<file path="src/rtl/clockworks_gen_pkg.sv">
// Shared defaults for the board clock divider and core reset stretcher.
// SoC top and benches import these so the slow-clock ratio stays in one place.
package clockworks_gen_pkg;

  localparam int SLOW_DEF       = 15;
  localparam int RESET_HOLD_DEF = 4;
  localparam int HCNT_W         = 8;

endpackage

</file>
<file path="src/rtl/clockworks_gen_reset_stretcher.sv">
// Holds the slow-domain reset low for RESET_HOLD slow periods.
// Release happens only on a wrap, i.e. at a slow_clk falling point.
module clockworks_gen_reset_stretcher
  import clockworks_gen_pkg::*;
#(
  parameter int RESET_HOLD = RESET_HOLD_DEF
) (
  input  logic clk,
  input  logic resetn,
  input  logic wrap,
  output logic slow_resetn
);

  localparam logic [HCNT_W-1:0] HOLD = HCNT_W'(RESET_HOLD);

  logic [HCNT_W-1:0] hcnt;
  logic [HCNT_W-1:0] hcnt_next;

  // next hold count, only committed on a wrap while still in reset
  always_comb begin
    hcnt_next = hcnt + HCNT_W'(1);
  end

  // count wraps; release on the wrap that reaches HOLD, then freeze
  always_ff @(posedge clk) begin
    if (!resetn) begin
      hcnt        <= '0;
      slow_resetn <= 1'b0;
    end else if (wrap && !slow_resetn) begin
      hcnt        <= hcnt_next;
      slow_resetn <= (hcnt_next == HOLD);
    end
  end

endmodule

</file>
<file path="src/rtl/clockworks_gen.sv">
// Board clock divider producing slow_clk, a matching tick,
// and a stretched, fall-aligned active-low core reset.
module clockworks_gen
  import clockworks_gen_pkg::*;
#(
  parameter int SLOW       = SLOW_DEF,
  parameter int RESET_HOLD = RESET_HOLD_DEF
) (
  input  logic clk,
  input  logic resetn,
  output logic slow_clk,
  output logic slow_tick,
  output logic slow_resetn
);

  localparam logic [SLOW:0] ONE = (SLOW+1)'(1);

  logic [SLOW:0] cnt;

  // free-running divider, cleared by the synchronous board reset
  always_ff @(posedge clk) begin
    if (!resetn) begin
      cnt <= '0;
    end else begin
      cnt <= cnt + ONE;
    end
  end

  // top bit is the 50% clock; all-ones marks the cycle before it falls
  assign slow_clk  = cnt[SLOW];
  assign slow_tick = &cnt;

  clockworks_gen_reset_stretcher #(
    .RESET_HOLD (RESET_HOLD)
  ) u_stretch (
    .clk         (clk),
    .resetn      (resetn),
    .wrap        (slow_tick),
    .slow_resetn (slow_resetn)
  );

endmodule

</file>
<file path="config.mk">
export PLATFORM = sky130hd
export DESIGN_NAME = clockworks_gen
export DESIGN_NICKNAME = d
export VERILOG_FILES = /design/src/rtl/clockworks_gen_pkg.sv /design/src/rtl/clockworks_gen_reset_stretcher.sv /design/src/rtl/clockworks_gen.sv
export SDC_FILE = /design/constraint.sdc
export NUM_CORES = 1
export LEC_CHECK = 0
export BUFFER_PORTS_ARGS = -buffer_cell sky130_fd_sc_hd__buf_2
export CORE_MARGIN = 2
export CORE_UTILIZATION = 59
export CTS_BUF_LIST = sky130_fd_sc_hd__clkbuf_4 sky130_fd_sc_hd__clkbuf_8 sky130_fd_sc_hd__clkbuf_16
export CTS_CLUSTER_SIZE = 24
export DETAILED_ROUTE_END_ITERATION = 12
export GPL_ROUTABILITY_DRIVEN = 0
export GPL_TIMING_DRIVEN = 0
export HOLD_SLACK_MARGIN = 0.08
export PLACE_DENSITY_LB_ADDON = 0.25
export SYNTH_ARGS = -nofsm -noshare
export SYNTH_HDL_FRONTEND = slang
export SYNTH_HIERARCHICAL = 1
export SYNTH_SLANG_ARGS = --single-unit
</file>
<file path="constraint.sdc">
create_clock -name clk -period 2.42 [get_ports clk]
set_input_delay 0.242 -clock clk [delete_from_list [all_inputs] [get_ports clk]]
set_output_delay 0.242 -clock clk [all_outputs]
set_load 0.01 [all_outputs]
</file>
[After elaboration in Yosys (flattened, before gate mapping)]
Cells that the tools add are included.
Storage, ports and cells
  bits in registers: 25
  logic and storage cells: 9
  input bits: 2
Operators by class
  reductions and logical operators: 3
  equal/unequal tests: 1
  add/subtract/negate cells: 2
Operator list (count)
  adder 16 x 1 -> 16 bit, second input constant: 1
  AND reduction 16 bit: 1
  adder 8 x 1 -> 8 bit, second input constant: 1
  == test 8 x 3 -> 1 bit, second input constant: 1
  logical AND 1 bit: 1
  logical NOT 1 bit: 1

[Logic depth before layout (Yosys ltp)]
Gate-level depths: netlist of run 1.
  depth in word-level cells: 2
  mapped depth: 8

[Modules after synthesis]
Netlist of run 1, hierarchy kept.
By module, submodules not included
  clockworks_gen: cells each 80, instances 1, area an instance 739.5 µm², sequential area each 320.3 µm²
  clockworks_gen_reset_stretcher: cells each 49, instances 1, area an instance 465.4 µm², sequential area each 180.2 µm²

[Worst setup path after synthesis of run 1]
Ideal clock, no wire load.
  path kind: register to register
  start: register cnt[0]
  end: register u_stretch.hcnt[5]
  required time: 2.305 ns
  setup time: 0.115 ns
  period minus slack after synthesis: 2.041 ns
  slack: 0.379 ns
  data arrival time: 1.926 ns
  stages on the path, launching flop included: 9
  cells stage by stage: dfxtp_1 ha_1 nand4_4 nor2_1 and3_1 nor2b_1 nand4_1 xnor2_1 and2_1
On the way
  cells in the longest elaborated chain, start to end: 2
RTL lines
  start, declared: RTL line clockworks_gen.sv:18  | logic [SLOW:0] cnt;
  start signal, assigned: RTL line clockworks_gen.sv:25  | cnt <= cnt + ONE;
  AND reduction 16 bit: RTL line clockworks_gen.sv:31  | assign slow_tick = &cnt;
  named net slow_tick: RTL line clockworks_gen.sv:12  | output logic slow_tick,
  logical AND 1 bit: RTL line clockworks_gen_reset_stretcher.sv:29  | end else if (wrap && !slow_resetn) begin
  end signal, assigned: RTL line clockworks_gen_reset_stretcher.sv:30  | hcnt <= hcnt_next;
  end, declared: RTL line clockworks_gen_reset_stretcher.sv:16  | logic [HCNT_W-1:0] hcnt;
The timed path passes the listed nets, and every way through them passes these cells.
A chain may end at the register's enable or synchronous reset.

[Worst setup path in the final report of run 1]
  start: register cnt[0]
  end: register u_stretch.slow_resetn
On the way
  cells in the longest elaborated chain, start to end: 2
RTL lines
  AND reduction 16 bit: RTL line clockworks_gen.sv:31
  logical AND 1 bit: RTL line clockworks_gen_reset_stretcher.sv:29
  end signal, assigned: RTL line clockworks_gen_reset_stretcher.sv:31  | slow_resetn <= (hcnt_next == HOLD);
  end, declared: RTL line clockworks_gen_reset_stretcher.sv:11  | output logic slow_resetn
Every way passes these cells.

==> flow_summary.toml, run 1 <==
[power]
power_frac_comb_pct = 2.3
power_density_nw_per_um2 = 483
leakagePower_nw = 0.523
netSwitchingFraction_pct = 22.2
vdd.ir_drop.worst_mv = 0.416
p_clk_share_pct = 30.0
power.switching_w = 0.000138
power.internal_w = 0.000484
p_seq_share_pct = 67.7

[route]
dr_total_vias = 868
vias_per_cell = 5.29
drcViolationCount = 0
drt_wl_total_mm = 1.88
firstDrtPassIters = 4
ant_nets = 0
drt_iter0_markers = 12
wl_per_cell_um = 11.5

[logic_synthesis]
synth_area_per_cell_um2 = 9.34
yosys.area.top_type_share_pct = 41.5
ys_seq_area_share_pct = 41.5
synth_area_leaders = "dfxtp_1, and2_1, xor2_1"
synth.cell_area_um2 = 1200
synth_edf_count = 0
async_flop_share_pct = 0
synth_fp_nets = 134
synthCells = 129
synthTopCellsByCount = "dfxtp_1, and2_1, xor2_1, nand2_1"
ys_types = 28
yosysMostFrequentCell = "dfxtp_1"
synth.largest_area_cell = "dfxtp_1"
ys_seq_elements = 25
ys_warn_count = 6
ys.flop_type = "dfxtp_1"

[layout]
nets = 143
syn_to_final_growth_pct = 6.96
nFillCells = 164
layout-drive-gt1-share_pct = 10.9
diodes = 0

[global_routing]
grt_pass1_vias = 817
antenna_found_initial = 0
grt_pass1_wl_mm = 3.42
gr-total-overflow = 0
grt_max_degree = 19
grt_usage_pct = 18.2

[floorplan]
die_w_um = 49.2
dieArea_um2 = 2420
ios = 5
initial_core_util_pct = 62.0
die_h_um = 49.2
std_cell_rows = 16
coreArea_um2 = 1940

[worst_setup_path]
slowest_stage = "dfxtp_1"
crit_chain = "ha_1 -> nand4_4 -> nor2_1 -> and3_1 -> nor2b_2 -> nand3_1 -> nor4_1 -> a32o_1"
cp_data_required_time_ns = 2.70
arrival_ns = 2.49
cpPeakStageDelay_ns = 0.42
setup.worst_path.end_class = "register"
critPathMaxFanout = 5
cp.buffers_inverters = 0
start_kind = "register"
crit_type = "register to register"
critPathTopFamily = "simple AND/OR/NAND/NOR gates"

[cts]
clock_latency_ns = 0.32
clockBufferDepth = 2
ctsRootBufferMaster = "clkbuf_4"
clk_pin_slew_worst_paths_ns = 0.13
h-tree-depth = 1
numCtsBuffers = 3
tritoncts = "built"
cts_sinks = 25

[hold_path]
hold_class = "primary input to register"

[place]
portBuffers = 4
post-dp-hpwl_mm = 1.37
preCtsSetupSlack_ns = 0.155

[run]
maxCapViolations = 0

[timing]
max-slew-margin-rel_pct = 80.0
final_hold_viol_count = 0
worstMarginPinSlew_ns = 0.297
rsz0062_at_grt = "no"
layout_setup_ws_ns = 0.215
fin_setup_tns_ns = 0
fin_crit_ns = 2.21
finalSetupViolations = 0
finClkSkew_ns = 0.00456
slew_viol_final = 0
fin_crit_sh_pct = 91.1
max_freq_ghz = 0.453

[status]
status = "finished, final reports clean"
layer usage:
| layer | track usage (%) | vias to the layer above | wire (µm) |
|---|---|---|---|
| li1 | - | 461 | - |
| met1 | 24.3 | 395 | 978 |
| met2 | 29.1 | 8 | 844 |
| met3 | 2.76 | 4 | 28 |
| met4 | 8.57 | 0 | 32 |
| met5 | 0 | - | 0 |
logic make-up (layout without fill, tap and decap cells):
logic type	count (synthesis)	count (layout)	share of synthesized area (%)
flip-flops	25	25	41.5
AND/OR/NAND/NOR	67	67	33.7
AO/OA/AOI/OAI	8	8	4.57
adder cells (fa/ha/maj)	3	3	3.12
buffers and inverters	5	13	1.56
multiplexers	2	2	1.66
XOR/XNOR	19	19	13.8
final timing paths:
kind / cells after the start / end / slack (ns) / start
max reg2reg: 8 / u_stretch/slow_resetn / 0.21 / cnt[0]
min reg2reg: 2 / cnt[15] / 0.50 / cnt[15]
max: 8 / u_stretch/slow_resetn / 0.21 / cnt[0]
min: 3 / cnt[15] / 0.29 / resetn
power groups by stage:
| stage | Combinational (W) | Clock, W | Sequential (W) |
|---|---|---|---|
| detailed placement | 0.0000148 | 0 | 0.000430 |
| global placement | 0.0000148 | 0 | 0.000430 |
| finish | 0.0000145 | 0.000186 | 0.000421 |
| CTS | 0.0000149 | 0.000192 | 0.000421 |
| floorplan | 0.00000918 | 0 | 0.000430 |
| global route | 0.0000164 | 0.000207 | 0.000422 |
worst min-delay path: cells and delay by family:
kind	cells	cell delay, ns
buffers and inverters	1	0.19
muxes	1	0.06
and+or+nand+nor	1	0.09
metrics by stage:
step / hold WS (ns) / total power [W] / area (µm²) / utilization, % / cells
after floorplan: 0.364 / 0.000439 / 1200 / - / 129
after global placement: 0.470 / 0.000445 / 1260 / 64.8 / 160
after detailed placement: 0.482 / 0.000445 / 1260 / 64.8 / 160
after CTS: 0.298 / 0.000629 / 1290 / 66.2 / 164
after global routing: 0.294 / 0.000646 / 1290 / 66.4 / 164
final: 0.294 / 0.000622 / 1290 / 66.4 / 164
sequential cells by signal, indices dropped and copies added, names as in the netlist:
register / flops
cnt: 16
u_stretch/slow_resetn: 1
u_stretch/hcnt: 8
repair_timing:
action	4_1_cts	5_1_grt
setup buffers	0	0
gates resized for setup	0	1
setup endpoints to repair	0	1
hold buffers	0	0
area by class of cell:
class,instances,area (µm²),share of cell area [%]
plain buffers,1,3.75,0.291
clock buffers,3,22.5,1.75
flip-flops and latches,25,500,38.8
inverters,4,15.0,1.17
clock inverters,1,5.00,0.388
well taps,27,33.8,2.62
multi-input cells,99,688,53.4
repair buffers,4,20.0,1.55
cells in the final DEF (no fill, tap or decap), drive strengths merged, types with 6 or more instances in the layout:
| cell type | synthesis | routed |
|---|---|---|
| and2 | 19 | 19 |
| dfxtp | 25 | 25 |
| nand2 | 9 | 9 |
| nand3 | 8 | 8 |
| nand4 | 6 | 6 |
| nor3 | 7 | 7 |
| xnor2 | 8 | 8 |
| xor2 | 11 | 11 |
Note: power is estimated with default switching activity, not from simulation.
==> inputs of run 2 (changes only) <==
- CORE_UTILIZATION: 59 -> 60
- CTS_BUF_LIST: sky130_fd_sc_hd__clkbuf_4 sky130_fd_sc_hd__clkbuf_8 sky130_fd_sc_hd__clkbuf_16 -> sky130_fd_sc_hd__clkbuf_8
==> flow_summary.toml, run 2 (synthesized netlist as in run 1, its figures left out) <==
[status]
status = "finished, final reports clean"

[cts]
ctsRootBufferMaster = "clkbuf_8"
hold_buffers = 0
cts_sinks = 25
numCtsBuffers = 3
postCtsSetupBuffers = 0
clk_pin_slew_worst_paths_ns = 0.08
clockBufferDepth = 2
clock_latency_ns = 0.26
cts-resized-gates = 0
tritoncts = "built"
h-tree-depth = 1

[layout]
reg_top3 = "cnt x16, u_stretch/hcnt x8, u_stretch/slow_resetn x1"
nets = 143
final_cell_mix = "dfxtp_1, and2_1, xor2_1"
layout-drive-gt1-share_pct = 10.2
diodes = 0
syn_to_final_growth_pct = 8.41
layout_commonest_cell = "dfxtp_1"
largest_register = "cnt"
largest_reg_flops = 16

[timing]
finClkSkew_ns = 0.00458
finalSetupViolations = 0
fin_crit_ns = 2.18
final_hold_viol_count = 0
rsz0062_at_grt = "no"
slew_viol_final = 0
max_freq_ghz = 0.459
worstMarginPinSlew_ns = 0.312
fin_setup_tns_ns = 0
max-slew-margin-rel_pct = 79.0
fin_crit_sh_pct = 90.0

[power]
leakagePower_nw = 0.532
p_seq_share_pct = 62.9
power_density_nw_per_um2 = 512
netSwitchingFraction_pct = 20.1
power_frac_comb_pct = 2.2
power_w = 0.000669
vdd.ir_drop.worst_mv = 0.374
power.internal_w = 0.000534
p_clk_share_pct = 34.9
power.switching_w = 0.000134

[floorplan]
die_w_um = 48.8
std_cell_rows = 16
ios = 5
die_h_um = 48.8
coreArea_um2 = 1920
dieArea_um2 = 2380
initial_core_util_pct = 62.7

[route]
ant_nets = 0
dr_total_vias = 867
drcViolationCount = 0
vias_per_cell = 5.29
wl_per_cell_um = 11.4
drt_iter0_markers = 16
firstDrtPassIters = 4
drt_wl_total_mm = 1.87

[global_routing]
gr-total-overflow = 0
grt_max_degree = 19
grt_pass1_vias = 786
antenna_found_initial = 0
grt_usage_pct = 17.7
grt_pass1_wl_mm = 3.26

[run]
maxCapViolations = 0

[hold_path]
hold_class = "primary input to register"
holdPathStages = 3
min_to = "cnt[15]"
min-delay-start = "resetn"

[worst_setup_path]
arrival_ns = 2.39
crit_type = "register to register"
critPathMaxFanout = 5
slowest_stage = "dfxtp_1"
cp_data_required_time_ns = 2.63
rrSetupSlack_ns = 0.24
start_kind = "register"
rr_endpoint = "u_stretch/slow_resetn"
rr_startpoint = "cnt[0]"
crit_chain = "ha_1 -> nand4_4 -> nor2_1 -> and3_1 -> nor2b_2 -> nand3_1 -> nor4_1 -> a32o_1"
reg2reg_depth = 8
crit_path_start = "cnt[0]"
cpPeakStageDelay_ns = 0.39
setup.worst_path.end_class = "register"

[place]
portBuffers = 4
post-dp-hpwl_mm = 1.38
[run 2: changes by cell type in the layout (fill, tap and decap cells not counted)]
cell,before,now
clkbuf_4,3,0
inv_1,4,5
clkinv_2,1,0
clkbuf_8,0,3
[run 2: per-layer routing]
metal | track usage (%) | wire length [µm]
met1 | 24.3 | 972
met2 | 27.2 | 815
met3 | 3.68 | 59
met4 | 7.14 | 21
met5 | 0 | 0
[run 2: worst max-delay path by stage]
stage                                        to  slack [ns]  depth (start not counted)
after floorplan               u_stretch/hcnt[5]        0.38                          8
after global placement        u_stretch/hcnt[5]        0.23                          8
after detailed placement  u_stretch/slow_resetn        0.17                          8
after CTS                 u_stretch/slow_resetn        0.15                          8
after global routing      u_stretch/slow_resetn        0.06                          8
final                     u_stretch/slow_resetn        0.24                          8
[run 2: power by group through the flow]
stage | Combinational [W] | Clock, W | Sequential (W)
3_3_place_gp | 0.0000148 | 0 | 0.000430
6_report | 0.0000145 | 0.000234 | 0.000421
4_1_cts | 0.0000150 | 0.000240 | 0.000421
5_1_grt | 0.0000173 | 0.000257 | 0.000421
3_5_place_dp | 0.0000148 | 0 | 0.000430
2_1_floorplan | 0.00000918 | 0 | 0.000430
[run 2: cell type report]
type / count / area, µm²
Fill cell: 158 / 616
Inverter: 4 / 15.0
Timing Repair Buffer: 4 / 20.0
Multi-Input combinational cell: 99 / 688
Clock inverter: 1 / 3.75
Buffer: 1 / 3.75
Clock buffer: 3 / 41.3
Tap cell: 27 / 33.8
Sequential cell: 25 / 500
[run 2: metrics by stage]
stage                     util (%)  std cells  cell area, µm²  hold WS (ns)  setup WS (ns)
after global placement        65.5        160            1260         0.471          0.229
after floorplan                  -        129            1200         0.364          0.379
after CTS                     67.8        164            1300         0.364          0.149
final                         68.0        164            1310         0.358          0.243
after global routing          68.0        164            1310         0.382         0.0566
after detailed placement      65.5        160            1260         0.480          0.174
[run 2: worst max-delay path: cells and delay by family (launching register included)]
| kind | cells | cell delay [ns] |
|---|---|---|
| simple gates | 6 | 1.24 |
| flops | 1 | 0.39 |
| fa+ha+maj | 1 | 0.27 |
| compound gates | 1 | 0.21 |
